## config.mk

```make
export PLATFORM = sky130hd
export DESIGN_NAME = ft245_slave_bridge
export DESIGN_NICKNAME = d
export VERILOG_FILES = /design/src/rtl/ft245_pkg.sv /design/src/rtl/sync_byte_fifo.sv /design/src/rtl/ft245_slave_bridge.sv
export SDC_FILE = /design/constraint.sdc
export NUM_CORES = 1
export LEC_CHECK = 0
export BUFFER_PORTS_ARGS = -buffer_cell sky130_fd_sc_hd__buf_2
export CAP_MARGIN = 20
export CORE_MARGIN = 4
export CORE_UTILIZATION = 50
export DETAILED_ROUTE_END_ITERATION = 8
export PLACE_DENSITY_LB_ADDON = 0.08
export SKIP_CTS_REPAIR_TIMING = 1
export SLEW_MARGIN = 20
export SYNTH_ARGS = -nofsm -noshare
export SYNTH_HDL_FRONTEND = slang
export SYNTH_SLANG_ARGS = --single-unit
```

## constraint.sdc

```tcl
create_clock -name CLK -period 8.14 [get_ports CLK]
set_input_delay 1.221 -clock CLK [delete_from_list [all_inputs] [get_ports CLK]]
set_output_delay 1.221 -clock CLK [all_outputs]
set_load 0.01 [all_outputs]
```

## src/rtl/ft245_pkg.sv

```systemverilog
// rtl/ft245_pkg.sv - shared handshake state types and timing constants for the FT245 slave bridge
package ft245_pkg;

  typedef enum logic [1:0] {
    RD_IDLE,
    RD_ACTIVE,
    RD_PRECHARGE
  } rd_state_t;

  typedef enum logic [1:0] {
    WR_IDLE,
    WR_HIGH,
    WR_PRECHARGE
  } wr_state_t;

  // Cycles the ready strobe (nRXF / nTXE) is held inactive after each transfer
  localparam int PRECHARGE_CYCLES = 1;
  localparam int PRE_CNT_W        = 4;

endpackage

```

## src/rtl/sync_byte_fifo.sv

```systemverilog
// rtl/sync_byte_fifo.sv - single-clock byte FIFO with first-word-fall-through head
module sync_byte_fifo #(
  parameter int AW = 4
) (
  input  logic          CLK,
  input  logic          nRST,
  input  logic          push,
  input  logic [7:0]    push_data,
  input  logic          pop,
  output logic [7:0]    head,
  output logic [AW:0]   count,
  output logic          full,
  output logic          empty,
  output logic          push_ok,
  output logic          pop_ok
);

  localparam int DEPTH = 1 << AW;
  localparam logic [AW:0] FULL_COUNT = (AW+1)'(DEPTH);

  logic [7:0]  mem [DEPTH];
  logic [AW:0] wr_ptr;
  logic [AW:0] rd_ptr;

  // Extra pointer bit distinguishes full from empty; subtraction wraps naturally
  assign count = wr_ptr - rd_ptr;
  assign full  = (count == FULL_COUNT);
  assign empty = (count == '0);

  // A pop on empty is ignored; a push on full only lands if a pop frees the slot this cycle
  assign pop_ok  = pop && !empty;
  assign push_ok = push && (!full || pop_ok);

  assign head = mem[rd_ptr[AW-1:0]];

  // Pointer update; reset flushes the contents by collapsing both pointers
  always_ff @(posedge CLK or negedge nRST) begin
    if (!nRST) begin
      wr_ptr <= '0;
      rd_ptr <= '0;
    end else begin
      if (push_ok) wr_ptr <= wr_ptr + 1'b1;
      if (pop_ok)  rd_ptr <= rd_ptr + 1'b1;
    end
  end

  // Storage write; contents need no reset since the pointers define validity
  always_ff @(posedge CLK) begin
    if (push_ok) mem[wr_ptr[AW-1:0]] <= push_data;
  end

endmodule

```

## src/rtl/ft245_slave_bridge.sv

```systemverilog
// rtl/ft245_slave_bridge.sv - FT245BM slave-side emulation between a host byte stream and the JTAG shifter
module ft245_slave_bridge
  import ft245_pkg::*;
#(
  parameter int RX_AW = 4,
  parameter int TX_AW = 4
) (
  input  logic       CLK,
  input  logic       nRST,
  input  logic [7:0] RX_DATA,
  input  logic       RX_VALID,
  output logic       RX_READY,
  output logic [7:0] TX_DATA,
  output logic       TX_VALID,
  input  logic       TX_READY,
  output logic       nRXF,
  output logic       nTXE,
  input  logic       nRD,
  input  logic       WR,
  input  logic [7:0] D_IN,
  output logic [7:0] D_OUT,
  output logic       D_OE,
  output logic       RD_UNDERRUN,
  output logic       WR_OVERRUN
);

  localparam logic [RX_AW:0]     RX_LAST = (RX_AW+1)'((1 << RX_AW) - 1);
  localparam logic [TX_AW:0]     TX_ONE  = (TX_AW+1)'(1);
  localparam logic [PRE_CNT_W-1:0] PRE_LAST = PRE_CNT_W'(PRECHARGE_CYCLES - 1);

  rd_state_t rd_state;
  wr_state_t wr_state;
  logic      nrd_q;
  logic      wr_q;
  logic [PRE_CNT_W-1:0] rd_pre_cnt;
  logic [PRE_CNT_W-1:0] wr_pre_cnt;

  logic [7:0]     rx_head, tx_head;
  logic [RX_AW:0] rx_count;
  logic [TX_AW:0] tx_count;
  logic rx_full, rx_empty, tx_full, tx_empty;
  logic rx_push_ok, rx_pop_ok, tx_push_ok, tx_pop_ok;
  logic rx_push, tx_pop, rd_rise, wr_fall;
  logic rx_full_nxt, tx_empty_nxt;

  assign rx_push = RX_VALID && RX_READY;
  assign tx_pop  = TX_VALID && TX_READY;
  assign rd_rise = (rd_state == RD_ACTIVE) && !nrd_q && nRD;
  assign wr_fall = (wr_state == WR_HIGH) && wr_q && !WR;

  sync_byte_fifo #(.AW(RX_AW)) u_rx_fifo (
    .CLK       (CLK),
    .nRST      (nRST),
    .push      (rx_push),
    .push_data (RX_DATA),
    .pop       (rd_rise),
    .head      (rx_head),
    .count     (rx_count),
    .full      (rx_full),
    .empty     (rx_empty),
    .push_ok   (rx_push_ok),
    .pop_ok    (rx_pop_ok)
  );

  sync_byte_fifo #(.AW(TX_AW)) u_tx_fifo (
    .CLK       (CLK),
    .nRST      (nRST),
    .push      (wr_fall),
    .push_data (D_IN),
    .pop       (tx_pop),
    .head      (tx_head),
    .count     (tx_count),
    .full      (tx_full),
    .empty     (tx_empty),
    .push_ok   (tx_push_ok),
    .pop_ok    (tx_pop_ok)
  );

  // Post-edge occupancy, so the host-side flags never lag the FIFO they guard
  assign rx_full_nxt  = rx_full ? !(rx_pop_ok && !rx_push_ok)
                                : (rx_push_ok && !rx_pop_ok && (rx_count == RX_LAST));
  assign tx_empty_nxt = tx_empty ? !tx_push_ok
                                 : (tx_pop_ok && !tx_push_ok && (tx_count == TX_ONE));

  // Bus is driven only while the shifter holds nRD low, and never during reset
  assign D_OE    = nRST && !nRD;
  assign D_OUT   = rx_empty ? 8'h00 : rx_head;
  assign TX_DATA = tx_head;

  // Host-side flow-control flags
  always_ff @(posedge CLK or negedge nRST) begin
    if (!nRST) begin
      RX_READY <= 1'b0;
      TX_VALID <= 1'b0;
    end else begin
      RX_READY <= !rx_full_nxt;
      TX_VALID <= !tx_empty_nxt;
    end
  end

  // Read handshake: present the RX head while nRD is low, pop on its release
  always_ff @(posedge CLK or negedge nRST) begin
    if (!nRST) begin
      rd_state    <= RD_IDLE;
      nRXF        <= 1'b1;
      nrd_q       <= 1'b1;
      rd_pre_cnt  <= '0;
      RD_UNDERRUN <= 1'b0;
    end else begin
      nrd_q <= nRD;
      case (rd_state)
        RD_IDLE: begin
          nRXF <= rx_empty;
          if (!nRD) rd_state <= RD_ACTIVE;
        end
        RD_ACTIVE: begin
          if (rd_rise) begin
            nRXF       <= 1'b1;
            rd_pre_cnt <= '0;
            rd_state   <= RD_PRECHARGE;
            if (!rx_pop_ok) RD_UNDERRUN <= 1'b1;
          end
        end
        RD_PRECHARGE: begin
          if (rd_pre_cnt == PRE_LAST) begin
            nRXF     <= rx_empty;
            rd_state <= RD_IDLE;
          end else begin
            rd_pre_cnt <= rd_pre_cnt + 1'b1;
          end
        end
        default: rd_state <= RD_IDLE;
      endcase
    end
  end

  // Write handshake: arm on WR high, capture D_IN on its falling edge
  always_ff @(posedge CLK or negedge nRST) begin
    if (!nRST) begin
      wr_state   <= WR_IDLE;
      nTXE       <= 1'b1;
      wr_q       <= 1'b0;
      wr_pre_cnt <= '0;
      WR_OVERRUN <= 1'b0;
    end else begin
      wr_q <= WR;
      case (wr_state)
        WR_IDLE: begin
          nTXE <= tx_full;
          if (WR) wr_state <= WR_HIGH;
        end
        WR_HIGH: begin
          if (wr_fall) begin
            nTXE       <= 1'b1;
            wr_pre_cnt <= '0;
            wr_state   <= WR_PRECHARGE;
            if (!tx_push_ok) WR_OVERRUN <= 1'b1;
          end
        end
        WR_PRECHARGE: begin
          if (wr_pre_cnt == PRE_LAST) begin
            nTXE     <= tx_full;
            wr_state <= WR_IDLE;
          end else begin
            wr_pre_cnt <= wr_pre_cnt + 1'b1;
          end
        end
        default: wr_state <= WR_IDLE;
      endcase
    end
  end

endmodule
```

==> flow_summary.yaml <==
run_status:
  status: "complete, no violations"
logic_synthesis:
  netlist_area_um2: 12500
  synth_edf_count: 256
  postSynthCellCount: 679
  synth_cell_types: 67
  ys.flop_type: "edfxtp_1"
  avgSynthCellArea_um2: 18.4
  async_flop_share_pct: 13.5
  syn_nets: 725
  yosysWarnings: 0
  ys_seq_area_share_pct: 69.5
  synth-seq-cells: 296
cells_and_area:
  area_growth_pct: 12.5
  num-fill-cells: 1870
  postLayoutCoreUtil_pct: 57.5
  final_common_cell: "edfxtp_1"
  nNetsFinal: 782
  final_cell_mix: "edfxtp_1, nand2_1, mux4_2"
  drive_gt1_share_pct: 24.2
  antenna_cells: 0
power:
  power.density_nw_per_um2: 359
  p_leak_nw: 5.01
  ir_drop_uv: 226
  total_power_mw: 5.05
floorplan:
  dieWidth_um: 166
  rows: 57
  core_um2: 24500
  initial_core_util_pct: 51.1
  top_level_ports: 45
  dieHeight_um: 166
  die_area_um2: 27600
placement:
  numPortBuffers: 44
  gpl.final_weighted_congestion: 0.751
  hpwl_um: 15700
  preCtsSetupSlack_ns: 4.04
clock_network:
  htree_levels: 1
  root_buffer: "clkbuf_16"
  path_clk_slew_ns: 0.06
  tritoncts: "built"
  clkSinkCount: 296
  clockBufferDepth: 3
  clkLatencyLatePin_ns: 0.54
  cts-buffers-inserted: 31
sta:
  setup_ws_ns: 3.54
  hold_violations: 0
  maxSlewViolCount: 0
  rsz0062_at_grt: "no"
  fin_skew_ns: 0.00663
  max_freq_mhz: 218
  worst_pin_slew_ns: 0.919
  finalSetupViolations: 0
  setup_tns_ns: 0
  hold_slack_ns: 0.447
  period_minus_slack_ns: 4.60
  slew-limit-headroom_pct: 38.5
  period_share_pct: 56.5
drt:
  finalWirelength_um: 24100
  viasPerCell: 5.65
  wl_per_cell_um: 22.2
  num_vias: 6115
  drt_iter0_drc: 442
  drt-pass1-iter-count: 5
  drc: 0
  ant_nets: 0
worst_setup_path:
  critPathMaxFanout: 36
  r2r_cells: 8
  required_ns: 6.92
  cp-end-kind: "output port"
  cp.arrival_ns: 3.37
  crit_type: "register to output port"
  reg2reg_to: "u_tx_fifo.mem[11][6]$_DFFE_PP_"
  worstSetupStartpoint: "u_rx_fifo.rd_ptr[0]$_DFFE_PN0P_"
  r2r_slack_ns: 4.46
  endpoint: "D_OUT[3]"
  rr_startpoint: "u_tx_fifo.rd_ptr[1]$_DFFE_PN0P_"
  start_kind: "register"
global_route:
  antenna_found_initial: 0
  grtUsageTotal_pct: 17.6
  grt_pass1_wl_um: 38000
  grt_max_degree: 42
  grt-ovfl-total: 0
  grt_pass1_vias: 6531
min_path:
  hold_class: "register to register"
run:
  drv_cap: 0
## cell families (layout without fill, tap and decap cells)
family / Yosys count / count (layout) / share of synthesized area, %
AO/OA/AOI/OAI: 44 / 44 / 2.71
flip-flops: 296 / 296 / 69.5
buffers and inverters: 48 / 128 / 2.00
multiplexers: 78 / 78 / 14.1
adder cells (fa/ha/maj): 24 / 24 / 2.52
AND/OR/NAND/NOR: 161 / 161 / 7.14
XOR/XNOR: 28 / 28 / 2.02
## per-layer routing
metal	vias up	share of wire (%)	global-route usage [%]	wire length, µm
met5	-	0	0	0
met4	0	2.0	4.20	482
met3	39	4.5	2.55	1090
met2	143	53	31.6	12600
met1	3137	41	22.8	9850
li1	2796	-	-	-
## cell usage after synthesis (all sizes together), types with 6 or more instances
master	count	share of area (%)
nor2b	14	1.1
dfrtp	37	7.4
xor2	16	1.2
inv	20	0.60
nand3	11	0.44
a31oi	12	0.65
edfxtp	256	61
mux4	72	13
clkbuf	13	0.39
nand2	58	1.7
a21oi	12	0.51
buf	13	0.95
ha	22	2.2
and3	20	1.0
nor2	29	0.93
xnor2	12	0.84
nand4	6	0.30
## worst min-delay path by stage
stage,from,endpoint,slack (ns),cells past startpoint
finish,rd_state[1]$_DFFE_PN0P_,rd_state[0]$_DFFE_PN0P_,0.45,1
CTS,rd_state[1]$_DFFE_PN0P_,rd_state[0]$_DFFE_PN0P_,0.44,1
global route,rd_state[1]$_DFFE_PN0P_,rd_state[0]$_DFFE_PN0P_,0.47,1
detailed placement,rd_state[1]$_DFFE_PN0P_,rd_state[0]$_DFFE_PN0P_,0.43,1
global placement,rd_state[1]$_DFFE_PN0P_,rd_state[0]$_DFFE_PN0P_,0.43,1
floorplan,rd_state[1]$_DFFE_PN0P_,rd_state[0]$_DFFE_PN0P_,0.41,1
## registers in the layout, indices dropped and copies added (netlist names), 4 cells and up
signal / flops
u_rx_fifo.rd_ptr: 5
wr_pre_cnt: 4
u_tx_fifo.mem: 128
u_rx_fifo.mem: 128
rd_pre_cnt: 4
u_rx_fifo.wr_ptr: 5
u_tx_fifo.rd_ptr: 5
u_tx_fifo.wr_ptr: 5
## through the flow
step,area (µm²),instances
after detailed placement,13000,1027
after CTS,14100,1083
after floorplan,12500,679
after global routing,14100,1083
final,14100,1083
after global placement,13000,1027
## final cells by class
cell class,instances,area [µm²],area share (%)
Inverter,22,82.6,0.587
Sequential cell,296,8690,61.8
Clock inverter,18,214,1.52
Timing Repair Buffer,50,265,1.88
Multi-Input combinational cell,335,3570,25.4
Clock buffer,38,842,5.98
Tap cell,324,405,2.88
## power by group
group	switching [mW]	total [mW]	internal, mW
registers	0.122	1.93	1.81
logic	0.916	1.69	0.773
clock network	0.548	1.43	0.886
## worst max-delay path: stages (launching register included)
cell and delay [ns]:
dfrtp_2 0.34, buf_4 0.51, ha_1 0.27, inv_1 0.06, fa_1 0.42, xor2_2 0.23
and4b_4 0.38, o2bb2a_4 0.38, nor2b_1 0.08, buf_2 0.15
(Power assumes the default switching activity.)
